## src/rtl/ws2812_pkg.sv

```systemverilog
// Shared types, constants and helpers for the WS2812 pixel feeder.
package ws2812_pkg;

   typedef enum logic [1:0] {
      IDLE    = 2'd0,
      FETCH   = 2'd1,
      PRESENT = 2'd2,
      LATCH   = 2'd3
   } state_t;

   typedef logic [23:0] rgb_t;
   typedef logic [23:0] grb_t;

   localparam int RGB_R_LSB = 16;
   localparam int RGB_G_LSB = 8;
   localparam int RGB_B_LSB = 0;

   localparam int GRB_G_LSB = 16;
   localparam int GRB_R_LSB = 8;
   localparam int GRB_B_LSB = 0;

   // Clock cycles spanned by a gap of 'us' microseconds.
   function automatic logic [31:0] latch_cycles(input int unsigned clk_fre, input int unsigned us);
      return (clk_fre / 32'd1_000_000) * us;
   endfunction

   // Host writes RGB; the LED chain expects GRB on the wire.
   function automatic grb_t rgb_to_grb(input rgb_t rgb);
      grb_t grb;
      grb = '0;
      grb[GRB_G_LSB +: 8] = rgb[RGB_G_LSB +: 8];
      grb[GRB_R_LSB +: 8] = rgb[RGB_R_LSB +: 8];
      grb[GRB_B_LSB +: 8] = rgb[RGB_B_LSB +: 8];
      return grb;
   endfunction

   // (c * (b + 1)) >> 8 so that b = 255 is the identity.
   function automatic logic [7:0] scale_chan(input logic [7:0] c, input logic [7:0] b);
      logic [15:0] prod;
      prod = 16'(c) * (16'(b) + 16'd1);
      return prod[15:8];
   endfunction

   function automatic rgb_t scale_rgb(input rgb_t rgb, input logic [7:0] b);
      rgb_t res;
      res = '0;
      res[RGB_R_LSB +: 8] = scale_chan(rgb[RGB_R_LSB +: 8], b);
      res[RGB_G_LSB +: 8] = scale_chan(rgb[RGB_G_LSB +: 8], b);
      res[RGB_B_LSB +: 8] = scale_chan(rgb[RGB_B_LSB +: 8], b);
      return res;
   endfunction

endpackage

```

## src/rtl/ws2812_pixel_ram.sv

```systemverilog
// Pixel store: one write port, one registered read port (read-old-data on
// a same-address collision). Written to map onto block RAM, so no reset on
// the array or the read register.
module ws2812_pixel_ram
   import ws2812_pkg::*;
#(
   parameter int NUM_LEDS = 8,
   parameter int ADDR_W   = 3
) (
   input  logic              clk,
   input  logic              wr_en,
   input  logic [ADDR_W-1:0] wr_addr,
   input  rgb_t              wr_data,
   input  logic              rd_en,
   input  logic [ADDR_W-1:0] rd_addr,
   output rgb_t              rd_data
);

   // Storage covers the full address range so any index is legal to the
   // array; entries at or above NUM_LEDS are never written.
   localparam int DEPTH = 1 << ADDR_W;
   localparam logic [ADDR_W:0] NUM_LEDS_W = (ADDR_W + 1)'(NUM_LEDS);

   rgb_t mem [DEPTH];

   // Write port; out-of-range pixel indices are dropped.
   always_ff @(posedge clk) begin
      if (wr_en && ({1'b0, wr_addr} < NUM_LEDS_W)) begin
         mem[wr_addr] <= wr_data;
      end
   end

   // Registered read port; holds its value while rd_en is low.
   always_ff @(posedge clk) begin
      if (rd_en) begin
         rd_data <= mem[rd_addr];
      end
   end

endmodule

```

## src/rtl/ws2812_pixel_feeder.sv

```systemverilog
// WS2812 pixel feeder: streams the pixel RAM in GRB order to the bit
// serializer over valid/ready, then holds off for the latch gap.
// Optional build macro: WS2812_BRIGHTNESS_EN (global brightness scaling,
// adds one pipeline stage to each pixel fetch).
//
// state   | meaning
// IDLE    | waiting for a frame request (or a pending one)
// FETCH   | reading pixel 'idx' from RAM (1 cycle, 2 with brightness)
// PRESENT | pix_valid high, waiting for pix_ready
// LATCH   | counting down the latch gap, busy still high
module ws2812_pixel_feeder
   import ws2812_pkg::*;
#(
   parameter int NUM_LEDS = 8,
   parameter int ADDR_W   = 3,
   parameter int CLK_FRE  = 27_000_000,
   parameter int LATCH_US = 80
) (
   input  logic              clk,
   input  logic              rst,
   input  logic              wr_en,
   input  logic [ADDR_W-1:0] wr_addr,
   input  logic [23:0]       wr_rgb,
   input  logic [7:0]        brightness,
   input  logic              frame_start,
   output logic              busy,
   output logic              frame_done,
   output logic              pix_valid,
   input  logic              pix_ready,
   output logic [23:0]       pix_data,
   output logic              pix_last
);

   localparam logic [31:0]       LATCH_CYC  = latch_cycles(CLK_FRE, LATCH_US);
   localparam logic [31:0]       LATCH_LOAD = (LATCH_CYC == 32'd0) ? 32'd0 : LATCH_CYC - 32'd1;
   localparam logic [ADDR_W-1:0] LAST_IDX   = ADDR_W'(NUM_LEDS - 1);

`ifdef WS2812_BRIGHTNESS_EN
   localparam logic FETCH_PH_LAST = 1'b1;
`else
   localparam logic FETCH_PH_LAST = 1'b0;
`endif

   state_t            state_q, state_d;
   logic [ADDR_W-1:0] idx_q, idx_d;
   logic              pending_q, pending_d;
   logic [31:0]       latch_cnt_q, latch_cnt_d;
   logic              busy_q, busy_d;
   logic              done_q, done_d;
   logic              valid_q, valid_d;
   logic              fetch_ph_q, fetch_ph_d;
   logic              rd_en;
   rgb_t              rd_data;
   grb_t              pix_grb;

   ws2812_pixel_ram #(
      .NUM_LEDS (NUM_LEDS),
      .ADDR_W   (ADDR_W)
   ) u_ram (
      .clk     (clk),
      .wr_en   (wr_en),
      .wr_addr (wr_addr),
      .wr_data (wr_rgb),
      .rd_en   (rd_en),
      .rd_addr (idx_q),
      .rd_data (rd_data)
   );

`ifdef WS2812_BRIGHTNESS_EN
   grb_t scl_q;

   // Second fetch phase: scale the freshly read pixel and reorder to GRB.
   always_ff @(posedge clk or posedge rst) begin
      if (rst) begin
         scl_q <= '0;
      end else if (state_q == FETCH && fetch_ph_q) begin
         scl_q <= rgb_to_grb(scale_rgb(rd_data, brightness));
      end
   end

   assign pix_grb = scl_q;
`else
   logic brightness_unused;
   assign brightness_unused = ^brightness;
   assign pix_grb           = rgb_to_grb(rd_data);
`endif

   // Next-state and next-output logic for the frame sequencer.
   always_comb begin
      state_d     = state_q;
      idx_d       = idx_q;
      pending_d   = pending_q;
      latch_cnt_d = latch_cnt_q;
      busy_d      = busy_q;
      done_d      = 1'b0;
      valid_d     = valid_q;
      fetch_ph_d  = fetch_ph_q;
      rd_en       = 1'b0;

      // Requests arriving mid-frame collapse into a single pending frame.
      if (frame_start && state_q != IDLE) begin
         pending_d = 1'b1;
      end

      unique case (state_q)
         IDLE: begin
            if (frame_start || pending_q) begin
               busy_d     = 1'b1;
               idx_d      = '0;
               pending_d  = 1'b0;
               fetch_ph_d = 1'b0;
               state_d    = FETCH;
            end
         end
         FETCH: begin
            rd_en = !fetch_ph_q;
            if (fetch_ph_q == FETCH_PH_LAST) begin
               fetch_ph_d = 1'b0;
               valid_d    = 1'b1;
               state_d    = PRESENT;
            end else begin
               fetch_ph_d = 1'b1;
            end
         end
         PRESENT: begin
            if (valid_q && pix_ready) begin
               valid_d = 1'b0;
               if (idx_q == LAST_IDX) begin
                  idx_d       = '0;
                  latch_cnt_d = LATCH_LOAD;
                  state_d     = LATCH;
               end else begin
                  idx_d   = idx_q + ADDR_W'(1);
                  state_d = FETCH;
               end
            end
         end
         LATCH: begin
            if (latch_cnt_q == 32'd0) begin
               done_d  = 1'b1;
               busy_d  = 1'b0;
               state_d = IDLE;
            end else begin
               latch_cnt_d = latch_cnt_q - 32'd1;
            end
         end
         default: begin
            state_d = IDLE;
         end
      endcase
   end

   // Sequencer state and registered outputs.
   always_ff @(posedge clk or posedge rst) begin
      if (rst) begin
         state_q     <= IDLE;
         idx_q       <= '0;
         pending_q   <= 1'b0;
         latch_cnt_q <= 32'd0;
         busy_q      <= 1'b0;
         done_q      <= 1'b0;
         valid_q     <= 1'b0;
         fetch_ph_q  <= 1'b0;
      end else begin
         state_q     <= state_d;
         idx_q       <= idx_d;
         pending_q   <= pending_d;
         latch_cnt_q <= latch_cnt_d;
         busy_q      <= busy_d;
         done_q      <= done_d;
         valid_q     <= valid_d;
         fetch_ph_q  <= fetch_ph_d;
      end
   end

   assign busy       = busy_q;
   assign frame_done = done_q;
   assign pix_valid  = valid_q;
   assign pix_data   = valid_q ? pix_grb : 24'h0;
   assign pix_last   = valid_q && (idx_q == LAST_IDX);

endmodule

```

## config.mk

```make
export PLATFORM = sky130hd
export DESIGN_NAME = ws2812_pixel_feeder
export DESIGN_NICKNAME = d
export VERILOG_FILES = /design/src/rtl/ws2812_pkg.sv /design/src/rtl/ws2812_pixel_ram.sv /design/src/rtl/ws2812_pixel_feeder.sv
export SDC_FILE = /design/constraint.sdc
export NUM_CORES = 1
export LEC_CHECK = 0
export BUFFER_PORTS_ARGS = -buffer_cell sky130_fd_sc_hd__buf_2
export CORE_MARGIN = 10
export CORE_UTILIZATION = 65
export CTS_CLUSTER_DIAMETER = 80
export DETAILED_ROUTE_END_ITERATION = 10
export PLACE_DENSITY = 0.85
export SKIP_CTS_REPAIR_TIMING = 1
export SLEW_MARGIN = 20
export SYNTH_ARGS = -nofsm -noshare
export SYNTH_HDL_FRONTEND = slang
export SYNTH_HIERARCHICAL = 1
export SYNTH_SLANG_ARGS = --single-unit
```

## constraint.sdc

```tcl
create_clock -name clk -period 7.5 [get_ports clk]
set_input_delay 1.5 -clock clk [delete_from_list [all_inputs] [get_ports clk]]
set_output_delay 1.5 -clock clk [all_outputs]
set_load 0.02 [all_outputs]
```

==> results.yml <==
global_routing:
  grt_pass1_wl_mm: 34.8
  antenna_found_initial: 4
  track_usage: 0.209
  overflow: 0
  grt_pass1_vias: 5954
  grt_max_degree: 52
clock_network:
  cts-root-buf: "clkbuf_16"
  insertion_delay_ns: 0.53
  cts_tree: "done"
  htreeDepth: 1
  cts_max_path_buffers: 3
  numCtsBuffers: 26
  cts.sinks: 257
  clk_pin_slew_ns: 0.06
sta:
  whs_ns: 0.509
  worstMarginPinSlew_ns: 1.11
  slew_viol_final: 0
  finalCritPeriodShare: 0.531
  finalHoldViolCount: 0
  fin_skew_ns: 0.0174
  setup_viol: 0
  finalCriticalPeriod_ns: 3.98
  tns_ns: 0
  max_freq_ghz: 0.251
  rsz0062_at_grt: "false"
  maxSlewHeadroom: 0.257
yosys:
  netlist_instances: 582
  synth_adder_area_share: 0.00361
  synth_xor_area_frac: 0.00505
  yosysWarnings: 6
  synth-compound-area-share: 0.0292
  synth.area.mux_share: 0.140
  synth_area_per_cell_um2: 17.9
  synth_top_family_by_area: "multiplexers"
  synth-seq-cells: 257
  ys_seq_area_frac: 0.722
  synth.cell_area_mm2: 0.0104
  synth_nets: 625
  yosys.area_share.simple: 0.0815
  ys_types: 43
final_layout:
  multi_input_area_mm2: 0.00274
  final_cell_mix: "216 x edfxtp_1, 59 x buf_2, 48 x mux4_2"
  register_area_mm2: 0.00752
  finish.utilization: 0.750
  final_common_cell: "edfxtp_1"
  area_growth_syn_to_layout_pct: 13.7
  fillers: 887
  nets: 697
  drive_gt1_frac: 0.295
power:
  power_density_mw_per_mm2: 258
  internal_power_uw: 2440
  p_sw_frac: 0.199
  p_total_uw: 3050
  p_sw_uw: 608
  peakVddDrop_uv: 240
  power.leakage_uw: 0.00398
  power.sequential.fraction: 0.530
  p_comb_frac: 0.038
  clkPwrFrac: 0.432
min_path:
  hp-class: "reg2reg"
  hold_start: "latch_cnt_q[16]"
floorplan:
  rows: 46
  ios: 68
  dieWidth_um: 146
  core-area_mm2: 0.0158
  dieArea_mm2: 0.0215
  die_y_um: 146
  start_util: 0.659
worst_setup_path:
  worstSetupStartpoint: "idx_q[0]"
  max_stage_delay_ns: 1.07
  worstPathMaxFanout: 51
  crit_slowest_cell: "dfrtp_4"
  critPathLaunchType: "flop"
  cpMostUsedCell: "ha_1"
  setup.worst_path.class: "reg2out"
  crit_buf_inv: 1
  worstReg2RegStart: "idx_q[0]"
  cp_cell_sequence: "ha_1 > ha_1 > and2_1 > buf_2"
  cp.arrival_ns: 2.48
  worst_setup_path_end_kind: "output pin"
  worstPathRequired_ns: 6.00
  path_delay_family: "flip-flops"
drt:
  highest-signal-layer: "met5"
  vias: 5737
  wl_met2_mm: 12.0
  wl_met3_mm: 1.60
  drtIter0Drc: 470
  first_pass_iters: 5
  ant_nets: 0
  drt_wl_total_mm: 22.5
  wire_per_inst_um: 25.2
  drc: 0
  wl_met1_mm: 8.35
  viasPerCell: 6.42
placed_design:
  place_congestion: 0.825
  portBuffers: 59
  dp_hpwl_mm: 12.2
flow_run:
  max_cap_viol_count: 0
run_status:
  run_status: "completed"
-- per-stage QoR --
step           instance area, um2  setup slack [ns]  std cells
6_report                    11800              3.52        893
2_1_floorplan               10400              3.72        582
3_3_place_gp                10900              4.01        842
5_1_grt                     11800              3.26        892
4_1_cts                     11800              3.43        890
3_5_place_dp                10900              4.01        842
-- final timing paths --
path / endpoint / cells after the start / slack (ns)
setup / recovery: pix_last / 4 / 3.52
hold reg to reg: latch_cnt_q[16] / 1 / 0.51
hold / removal: latch_cnt_q[16] / 1 / 0.51
setup reg to reg: latch_cnt_q[23] / 7 / 4.37
max in group asynchronous: idx_q[2] / 3 / 5.99
min in group asynchronous: latch_cnt_q[12] / 3 / 1.11
-- synth_stat cells (all sizes together) --
cell type | count | area, um2
or3 | 18 | 113
nand3 | 5 | 25.0
nand2b | 6 | 37.5
o311ai | 3 | 26.3
o21ai | 21 | 105
a31oi | 1 | 6.26
or4 | 13 | 105
nand4 | 4 | 25.0
nor2b | 2 | 12.5
dfrtp | 41 | 1030
nand2 | 14 | 52.6
inv | 9 | 33.8
o211ai | 1 | 7.51
o22ai | 1 | 6.26
edfxtp | 216 | 6490
o31ai | 5 | 37.5
mux4 | 48 | 1080
xor2 | 6 | 52.6
a21oi | 18 | 90.1
a211oi | 1 | 7.51
o2bb2ai | 1 | 8.76
nor4 | 10 | 68.8
nor3 | 13 | 65.1
or3b | 1 | 8.76
buf | 13 | 101
and4 | 1 | 8.76
ha | 3 | 37.5
clkbuf | 14 | 52.6
mux2 | 24 | 327
or2 | 4 | 25.0
nor2 | 28 | 105
mux2i | 5 | 50.1
a311oi | 1 | 8.76
and3 | 2 | 12.5
and2 | 28 | 175
nor3b | 1 | 7.51
-- cell families after synthesis --
family                     after synthesis
DFF                                    257
and+or+nand+nor                        150
muxes                                   77
AOI/OAI and AO/OA                       53
buffers and inverters                   36
xor gates and xnor gates                 6
adders and majority gates                3
-- state kept, by name, summed over array words and instances, names as in the netlist --
| signal | cells |
|---|---|
| state_q | 2 |
| pix_valid | 1 |
| idx_q | 3 |
| pending_q | 1 |
| busy | 1 |
| u_ram/mem | 192 |
| u_ram/rd_data | 24 |
| latch_cnt_q | 32 |
| frame_done | 1 |
-- power groups by stage --
stage               sequential [uW]  clock [uW]  combinational, uW
floorplan                      1630           0               85.4
global placement               1640           0                106
detailed placement             1640           0                112
CTS                            1620        1340                117
global route                   1620        1390                124
finish                         1610        1320                116
-- metal layers --
layer  global-route usage  vias to the layer above
li1                     -                     2459
met1                0.256                     2963
met2                0.367                      267
met3               0.0396                       46
met4               0.0631                        2
met5                    0                        -
-- worst register-to-register path, cell delays in order (launching register included) --
cell and delay (ns):
dfrtp_4 1.07, ha_1 0.30, ha_1 0.27, a31oi_1 0.11
nor4_1 0.33, o311ai_2 0.32, or4_1 0.49, a21oi_1 0.16
-- layout make-up --
| cell class | instances | share of cell area |
|---|---|---|
| diodes | 3 | 0.000635 |
| clock buffers | 31 | 0.0584 |
| clock inverters | 17 | 0.0150 |
| inverters | 9 | 0.00286 |
| multi-input cells | 289 | 0.232 |
| flip-flops and latches | 257 | 0.636 |
| well taps | 216 | 0.0229 |
| repair buffers | 71 | 0.0326 |
Power figures use the tool's default switching activity.
